[src/rtl/pipeline_stage_registers.sv]
// Shared pipeline-register types, opcode constants and ALU-op helper for the RISCAT RV32I core.
// Latency: n/a (types and constants only).
// Backpressure: n/a.
package pipeline_stage_registers;

    // Fetch -> decode pipeline register
    typedef struct packed {
        logic [31:0] fetched_inst;
        logic [31:0] pc;
    } IF_ID;

    typedef enum logic [3:0] {
        ALU_ADD    = 4'd0,
        ALU_SUB    = 4'd1,
        ALU_SLL    = 4'd2,
        ALU_SLT    = 4'd3,
        ALU_SLTU   = 4'd4,
        ALU_XOR    = 4'd5,
        ALU_SRL    = 4'd6,
        ALU_SRA    = 4'd7,
        ALU_OR     = 4'd8,
        ALU_AND    = 4'd9,
        ALU_PASS_B = 4'd10
    } alu_op_t;

    // Decode -> execute pipeline register
    typedef struct packed {
        logic        valid;
        logic        illegal;
        logic [31:0] pc;
        logic [4:0]  rs1;
        logic [4:0]  rs2;
        logic [4:0]  rd;
        logic [31:0] rs1_val;
        logic [31:0] rs2_val;
        logic [31:0] imm;
        alu_op_t     alu_op;
        logic [2:0]  funct3;
        logic        alu_src_imm;
        logic        alu_src_pc;
        logic        reg_write;
        logic        mem_read;
        logic        mem_write;
        logic        branch;
        logic        jump;
    } ID_EX;

    localparam logic [6:0] OP_LUI      = 7'b0110111;
    localparam logic [6:0] OP_AUIPC    = 7'b0010111;
    localparam logic [6:0] OP_JAL      = 7'b1101111;
    localparam logic [6:0] OP_JALR     = 7'b1100111;
    localparam logic [6:0] OP_BRANCH   = 7'b1100011;
    localparam logic [6:0] OP_LOAD     = 7'b0000011;
    localparam logic [6:0] OP_STORE    = 7'b0100011;
    localparam logic [6:0] OP_IMM      = 7'b0010011;
    localparam logic [6:0] OP_OP       = 7'b0110011;
    localparam logic [6:0] OP_MISC_MEM = 7'b0001111;
    localparam logic [6:0] OP_SYSTEM   = 7'b1110011;

    // Map funct3 to an ALU op; alt selects SUB (funct3=000) or SRA (funct3=101).
    function automatic alu_op_t alu_from_funct3(input logic [2:0] f3, input logic alt);
        alu_op_t op;
        case (f3)
            3'b000:  op = alt ? ALU_SUB : ALU_ADD;
            3'b001:  op = ALU_SLL;
            3'b010:  op = ALU_SLT;
            3'b011:  op = ALU_SLTU;
            3'b100:  op = ALU_XOR;
            3'b101:  op = alt ? ALU_SRA : ALU_SRL;
            3'b110:  op = ALU_OR;
            default: op = ALU_AND;
        endcase
        return op;
    endfunction

endpackage

[src/rtl/register_file.sv]
// 32x32 register file, 2 combinational read ports, 1 posedge write port, x0 hardwired to 0.
// Latency: reads 0 cycles (write-through bypass from the write port); writes land at posedge.
// Backpressure: none; writes always accepted except during reset.
// Ports: clk/rst; i_ra1/i_ra2 read addresses -> o_rd1/o_rd2; i_we/i_wa/i_wd write port.
module register_file #(
    parameter int RESET_REGS = 1
) (
    input  logic        clk,
    input  logic        rst,
    input  logic [4:0]  i_ra1,
    input  logic [4:0]  i_ra2,
    output logic [31:0] o_rd1,
    output logic [31:0] o_rd2,
    input  logic        i_we,
    input  logic [4:0]  i_wa,
    input  logic [31:0] i_wd
);

    logic [31:0] r_regs [32];

    always_ff @(posedge clk or posedge rst) begin
        if (rst) begin
            if (RESET_REGS != 0) begin
                for (int i = 0; i < 32; i++) begin
                    r_regs[i] <= '0;
                end
            end
        end else if (i_we && (i_wa != 5'd0)) begin
            r_regs[i_wa] <= i_wd;
        end
    end

    // Bypass lets a reader see a value written back in the same cycle.
    always_comb begin
        if (i_ra1 == 5'd0)                   o_rd1 = '0;
        else if (i_we && (i_wa == i_ra1))    o_rd1 = i_wd;
        else                                 o_rd1 = r_regs[i_ra1];

        if (i_ra2 == 5'd0)                   o_rd2 = '0;
        else if (i_we && (i_wa == i_ra2))    o_rd2 = i_wd;
        else                                 o_rd2 = r_regs[i_ra2];
    end

endmodule

[src/rtl/decode_unit.sv]
// RV32I decode stage: decodes IF_ID, reads operands, registers ID_EX; detects load-use hazards.
// Latency: 1 cycle IF_ID -> ID_EX; load_use_stall is combinational.
// Backpressure: ex_hold freezes ID_EX; load_use_stall tells fetch to hold; flush inserts a bubble.
// Ports: clk/reset; if_id_reg + if_valid in; flush/ex_hold control; wb_we/wb_rd/wb_data writeback;
//        id_ex_reg out; load_use_stall out.
module decode_unit
    import pipeline_stage_registers::*;
#(
    parameter int RESET_REGS = 1
) (
    input  logic        clk,
    input  logic        reset,
    input  IF_ID        if_id_reg,
    input  logic        if_valid,
    input  logic        flush,
    input  logic        ex_hold,
    input  logic        wb_we,
    input  logic [4:0]  wb_rd,
    input  logic [31:0] wb_data,
    output ID_EX        id_ex_reg,
    output logic        load_use_stall
);

    ID_EX        r_id_ex;
    ID_EX        w_dec;
    logic [31:0] w_inst;
    logic [6:0]  w_op;
    logic [2:0]  w_f3;
    logic [6:0]  w_f7;
    logic [4:0]  w_rs1;
    logic [4:0]  w_rs2;
    logic [4:0]  w_rd;
    logic [31:0] w_rs1_val;
    logic [31:0] w_rs2_val;
    logic [31:0] w_imm_i;
    logic [31:0] w_imm_s;
    logic [31:0] w_imm_b;
    logic [31:0] w_imm_u;
    logic [31:0] w_imm_j;
    logic        w_illegal;
    logic        w_uses_rs1;
    logic        w_uses_rs2;

    assign w_inst = if_id_reg.fetched_inst;
    assign w_op   = w_inst[6:0];
    assign w_f3   = w_inst[14:12];
    assign w_f7   = w_inst[31:25];
    assign w_rs1  = w_inst[19:15];
    assign w_rs2  = w_inst[24:20];
    assign w_rd   = w_inst[11:7];

    assign w_imm_i = {{20{w_inst[31]}}, w_inst[31:20]};
    assign w_imm_s = {{20{w_inst[31]}}, w_inst[31:25], w_inst[11:7]};
    assign w_imm_b = {{19{w_inst[31]}}, w_inst[31], w_inst[7], w_inst[30:25], w_inst[11:8], 1'b0};
    assign w_imm_u = {w_inst[31:12], 12'b0};
    assign w_imm_j = {{11{w_inst[31]}}, w_inst[31], w_inst[19:12], w_inst[20], w_inst[30:21], 1'b0};

    register_file #(.RESET_REGS(RESET_REGS)) u_regfile (
        .clk   (clk),
        .rst   (reset),
        .i_ra1 (w_rs1),
        .i_ra2 (w_rs2),
        .o_rd1 (w_rs1_val),
        .o_rd2 (w_rs2_val),
        .i_we  (wb_we),
        .i_wa  (wb_rd),
        .i_wd  (wb_data)
    );

    always_comb begin
        w_dec         = '0;
        w_illegal     = 1'b0;
        w_dec.valid   = if_valid;
        w_dec.pc      = if_id_reg.pc;
        w_dec.rs1     = w_rs1;
        w_dec.rs2     = w_rs2;
        w_dec.rd      = w_rd;
        w_dec.rs1_val = w_rs1_val;
        w_dec.rs2_val = w_rs2_val;
        w_dec.funct3  = w_f3;
        w_dec.alu_op  = ALU_ADD;

        case (w_op)
            OP_LUI: begin
                w_dec.imm         = w_imm_u;
                w_dec.alu_op      = ALU_PASS_B;
                w_dec.alu_src_imm = 1'b1;
                w_dec.reg_write   = 1'b1;
            end
            OP_AUIPC: begin
                w_dec.imm         = w_imm_u;
                w_dec.alu_src_imm = 1'b1;
                w_dec.alu_src_pc  = 1'b1;
                w_dec.reg_write   = 1'b1;
            end
            OP_JAL: begin
                w_dec.imm         = w_imm_j;
                w_dec.alu_src_imm = 1'b1;
                w_dec.alu_src_pc  = 1'b1;
                w_dec.reg_write   = 1'b1;
                w_dec.jump        = 1'b1;
            end
            OP_JALR: begin
                w_dec.imm         = w_imm_i;
                w_dec.alu_src_imm = 1'b1;
                w_dec.reg_write   = 1'b1;
                w_dec.jump        = 1'b1;
            end
            OP_BRANCH: begin
                // ALU forms the target pc+imm; execute compares rs1/rs2 using funct3.
                w_dec.imm         = w_imm_b;
                w_dec.alu_src_imm = 1'b1;
                w_dec.alu_src_pc  = 1'b1;
                w_dec.branch      = 1'b1;
            end
            OP_LOAD: begin
                w_dec.imm         = w_imm_i;
                w_dec.alu_src_imm = 1'b1;
                w_dec.reg_write   = 1'b1;
                w_dec.mem_read    = 1'b1;
            end
            OP_STORE: begin
                w_dec.imm         = w_imm_s;
                w_dec.alu_src_imm = 1'b1;
                w_dec.mem_write   = 1'b1;
            end
            OP_IMM: begin
                w_dec.imm         = w_imm_i;
                w_dec.alu_src_imm = 1'b1;
                w_dec.reg_write   = 1'b1;
                // Only shift immediates carry a funct7 field; ADDI never means SUB.
                w_dec.alu_op      = alu_from_funct3(w_f3, (w_f3 == 3'b101) && w_f7[5]);
                if (w_f3 == 3'b001 && w_f7 != 7'b0000000) begin
                    w_illegal = 1'b1;
                end
                if (w_f3 == 3'b101 && w_f7 != 7'b0000000 && w_f7 != 7'b0100000) begin
                    w_illegal = 1'b1;
                end
            end
            OP_OP: begin
                w_dec.reg_write = 1'b1;
                w_dec.alu_op    = alu_from_funct3(w_f3, w_f7[5]);
                if (w_f7 == 7'b0100000) begin
                    if (w_f3 != 3'b000 && w_f3 != 3'b101) begin
                        w_illegal = 1'b1;
                    end
                end else if (w_f7 != 7'b0000000) begin
                    w_illegal = 1'b1;
                end
            end
            OP_MISC_MEM, OP_SYSTEM: begin
                // Treated as a valid NOP: no control bits set.
            end
            default: begin
                w_illegal = 1'b1;
            end
        endcase

        if (w_illegal) begin
            w_dec.imm         = '0;
            w_dec.alu_op      = ALU_ADD;
            w_dec.alu_src_imm = 1'b0;
            w_dec.alu_src_pc  = 1'b0;
            w_dec.reg_write   = 1'b0;
            w_dec.mem_read    = 1'b0;
            w_dec.mem_write   = 1'b0;
            w_dec.branch      = 1'b0;
            w_dec.jump        = 1'b0;
        end
        w_dec.illegal = w_illegal;

        if (w_rd == 5'd0) begin
            w_dec.reg_write = 1'b0;
        end
    end

    // U and J formats carry immediate bits where rs1/rs2 would be.
    assign w_uses_rs1 = !((w_op == OP_LUI) || (w_op == OP_AUIPC) || (w_op == OP_JAL));
    assign w_uses_rs2 = (w_op == OP_OP) || (w_op == OP_STORE) || (w_op == OP_BRANCH);

    assign load_use_stall = if_valid && r_id_ex.valid && r_id_ex.mem_read &&
                            (r_id_ex.rd != 5'd0) &&
                            ((w_uses_rs1 && (r_id_ex.rd == w_rs1)) ||
                             (w_uses_rs2 && (r_id_ex.rd == w_rs2))) &&
                            !flush && !ex_hold;

    always_ff @(posedge clk or posedge reset) begin
        if (reset) begin
            r_id_ex <= '0;
        end else if (flush) begin
            r_id_ex <= '0;
        end else if (ex_hold) begin
            r_id_ex <= r_id_ex;
        end else if (load_use_stall) begin
            r_id_ex <= '0;
        end else begin
            r_id_ex <= w_dec;
        end
    end

    assign id_ex_reg = r_id_ex;

endmodule

[config.mk]
export PLATFORM = sky130hd
export DESIGN_NAME = decode_unit
export DESIGN_NICKNAME = d
export VERILOG_FILES = /design/src/rtl/pipeline_stage_registers.sv /design/src/rtl/register_file.sv /design/src/rtl/decode_unit.sv
export SDC_FILE = /design/constraint.sdc
export NUM_CORES = 2
export LEC_CHECK = 0
export BUFFER_PORTS_ARGS = -buffer_cell sky130_fd_sc_hd__buf_2
export CORE_MARGIN = 2
export CORE_UTILIZATION = 55
export DETAILED_ROUTE_END_ITERATION = 7
export PLACE_DENSITY = 0.74
export SLEW_MARGIN = 20
export SYNTH_ARGS = -nofsm -noshare
export SYNTH_HDL_FRONTEND = slang
export SYNTH_SLANG_ARGS = --single-unit
[constraint.sdc]
create_clock -name clk -period 41.8 [get_ports clk]
set_input_delay 2.09 -clock clk [delete_from_list [all_inputs] [get_ports clk]]
set_output_delay 2.09 -clock clk [all_outputs]
set_load 0.005 [all_outputs]
==> results.toml <==
[placed_design]
post-dp-hpwl_mm = 106
finalWeightedCongestion = 0.872
pre_cts_ws_ps = 35310
port_buffers = 266

[cells_and_area]
multi_input_area_um2 = 28800
layout.cells.most_common_list = "1183 x dfrtp_1, 992 x mux2_2, 385 x mux4_2"
final_layout_size_suffix_gt1_share_pct = 46.1
layout-area-overhead-vs-synth_pct = 10.7
max_ffs_per_register = 1024
final.fill_count = 8041
layout_commonest_cell = "dfrtp_1"
sequential_cell_area_um2 = 29600
final_net_count = 4315

[yosys]
dominant_synthesized_flop_cell = "dfrtp_1"
ys_seq_elements = 1183
yosysSeqAreaShare_pct = 49.3
synth_top_family_by_area = "multiplexers"
synth_fa_ha_area_share_pct = 0
synth.avg_cell_area_um2 = 14.3
synth_compound_gate_area_share_pct = 8.58
syn_area_um2 = 60100
post_synth_num_cell_types = 54
synthArstFlopShare_pct = 100
synth_enable_flop_cells = 0
synth.area.top_cells = "dfrtp_1 49%, mux2_2 19%, mux4_2 14%"
synth_top_area_share_pct = 49.3
total_nets_after_synthesis = 4316
yosys_warnings = 0
synth-xor-area-share_pct = 0.306
synthDominantAreaCellType = "dfrtp_1"
muxShareOfSynthArea_pct = 37.3
synthCells = 4209
synthSimpleGateAreaFrac_pct = 1.39

[global_route]
met2_usage_pct = 52.1
grt_start_max_net_pins = 175
antenna_found_initial = 14
grt_usage_pct = 33.6
met1_global_route_usage_pct = 44.9
first_pass_grt_wire_length_mm = 277
most_utilized_layer_in_the_global_route_result = "met2"
overflow = 0
fraction_of_met3_tracks_used_by_global_routing_pct = 7.79
grt_pass1_vias = 41000

[floorplan]
std_cell_rows = 121
io_pins = 267
die_h_um = 335
floorplan.initialDensity_pct = 55.4
die_area_um2 = 112000
core_region_area_um2 = 109000
die_width_um = 335

[clock_network]
clk_pin_slew_ps = 50
postCtsSetupBuffers = 0
cts_hold_repair.buffers = 0
tritoncts = "done"
cts-htree-levels = 4
clock_sink_count = 1183
ctsLongestPathBuffers = 3
worstSkewPairLatency_ps = 750
cts-buffers-inserted = 130
cts.repair.resized = 0
clk_root_buffer_cell = "clkbuf_16"

[min_path]
hold_path_startpoint = "u_regfile.r_regs[1001]$_DFFE_PP0P_"
hold_class = "reg2reg"

[sta]
share_of_the_clock_period_used_by_the_worst_path_after_layout_pct = 14.1
timing.setup.tns_ps = 0
tightestPinTransition_ps = 1140
max_freq_mhz = 170
max_slew_headroom_pct = 24.0
setup_viol = 0
timing.final.crit_period_ps = 5880
final-hold-violation-count = 0
unrepaired_setup_endpoints_after_global_routing = "false"
finalWorstSetupSlack_ps = 35920
report.final.slew_viol_count = 0
fin_worst_skew_ps = 29.2

[power]
p_leak_nw = 29.5
peakVddDrop_uv = 45.8
cellPowerDensity_nw_per_um2 = 47.9

[worst_setup_path]
cp_max_fo = 62
critical_path.endpoint_type = "output port"
worst_ep_arrival_time_ps = 3790
r2r-start = "id_ex_reg[112]$_DFFE_PP0P_"
setup.worst_path.class = "in2out"
critPathLaunchType = "input port"
startpoint_of_the_most_critical_setup_path = "if_id_reg[48]"
cp_data_required_time_ps = 39710

[drt]
drt_iter0_drc = 4876
detailedRoute.firstPassIterationCount = 6
routed_vias = 40800
drt_drc_violations_left = 0
avgViaCountPerCell = 7.15
wl_per_cell_um = 32.9
drt_wl_total_mm = 188
routed_antenna_nets = 0

[run_status]
status = "finished clean"

[job]
max_cap_viol_count = 0
through the flow:
stage | power [W] | util [%] | instance area (µm²) | hold WS, ps | cells
2_1_floorplan | 0.00190 | - | 60100 | 441 | 4209
3_3_place_gp | 0.00202 | 57.4 | 62300 | 377 | 5490
3_5_place_dp | 0.00205 | 57.4 | 62300 | 384 | 5490
4_1_cts | 0.00318 | 61.3 | 66500 | 396 | 5709
5_1_grt | 0.00330 | 61.3 | 66500 | 407 | 5713
6_report | 0.00319 | 61.3 | 66500 | 396 | 5713
cell usage after synthesis (6+ instances only):
master / count
mux2_2: 992
nor2b_1: 8
buf_2: 71
a211oi_1: 68
a21oi_1: 87
o221ai_1: 65
buf_1: 103
a22oi_1: 197
clkbuf_1: 309
mux4_2: 385
nand2_1: 66
o21ai_0: 78
xor2_1: 19
dfrtp_1: 1183
inv_1: 7
a32o_1: 9
nand3b_1: 6
a22o_1: 118
mux2i_1: 255
nand3_1: 9
nor2_1: 24
o21ai_1: 23
o22ai_1: 63
layer usage:
| metal | wire length, µm | part of all wire [%] |
|---|---|---|
| met4 | 10000 | 5.3 |
| met2 | 86800 | 46 |
| met3 | 18600 | 9.9 |
| met1 | 72300 | 38 |
| met5 | 90 | 0.048 |
layout make-up:
class / instances / share of cell area, %
sequential: 1183 / 44.5
multi-input combinational: 2536 / 43.3
clock buffer: 187 / 5.82
timing repair buffer: 350 / 3.16
tap: 1414 / 2.66
clock inverter: 32 / 0.472
inverter: 7 / 0.0508
antenna: 4 / 0.0150
critical path: stages:
cell and delay, ps:
buf_8 600, xor2_1 150, nor3_1 300, nand3b_1 110, a21o_1 240, inv_1 150, buf_2 130
power breakdown:
part | total, W | switching (W) | internal [W]
clock | 0.00114 | 0.000469 | 0.000671
combinational | 0.000558 | 0.000231 | 0.000327
sequential | 0.00149 | 0.000148 | 0.00134
total | 0.00319 | 0.000848 | 0.00234
final timing paths:
path,to,slack (ps),cells after the start
max,load_use_stall,35920,7
min,u_regfile.r_regs[1001]$_DFFE_PP0P_,400,0
max reg2reg,id_ex_reg[40]$_DFFE_PP0P_,38430,7
min reg2reg,u_regfile.r_regs[1001]$_DFFE_PP0P_,400,0
max in group asynchronous,u_regfile.r_regs[629]$_DFFE_PP0P_,36980,5
min in group asynchronous,u_regfile.r_regs[680]$_DFFE_PP0P_,1460,2
kinds of logic (layout without fill, tap and decap cells):
family,count (synthesis),in the layout
flip-flops,1183,1183
other,0,4
AND/OR/NAND/NOR,159,159
AO/OA/AOI/OAI,724,724
buffers and inverters,490,576
multiplexers,1632,1632
XOR/XNOR,21,21
(Power assumes the default switching activity.)
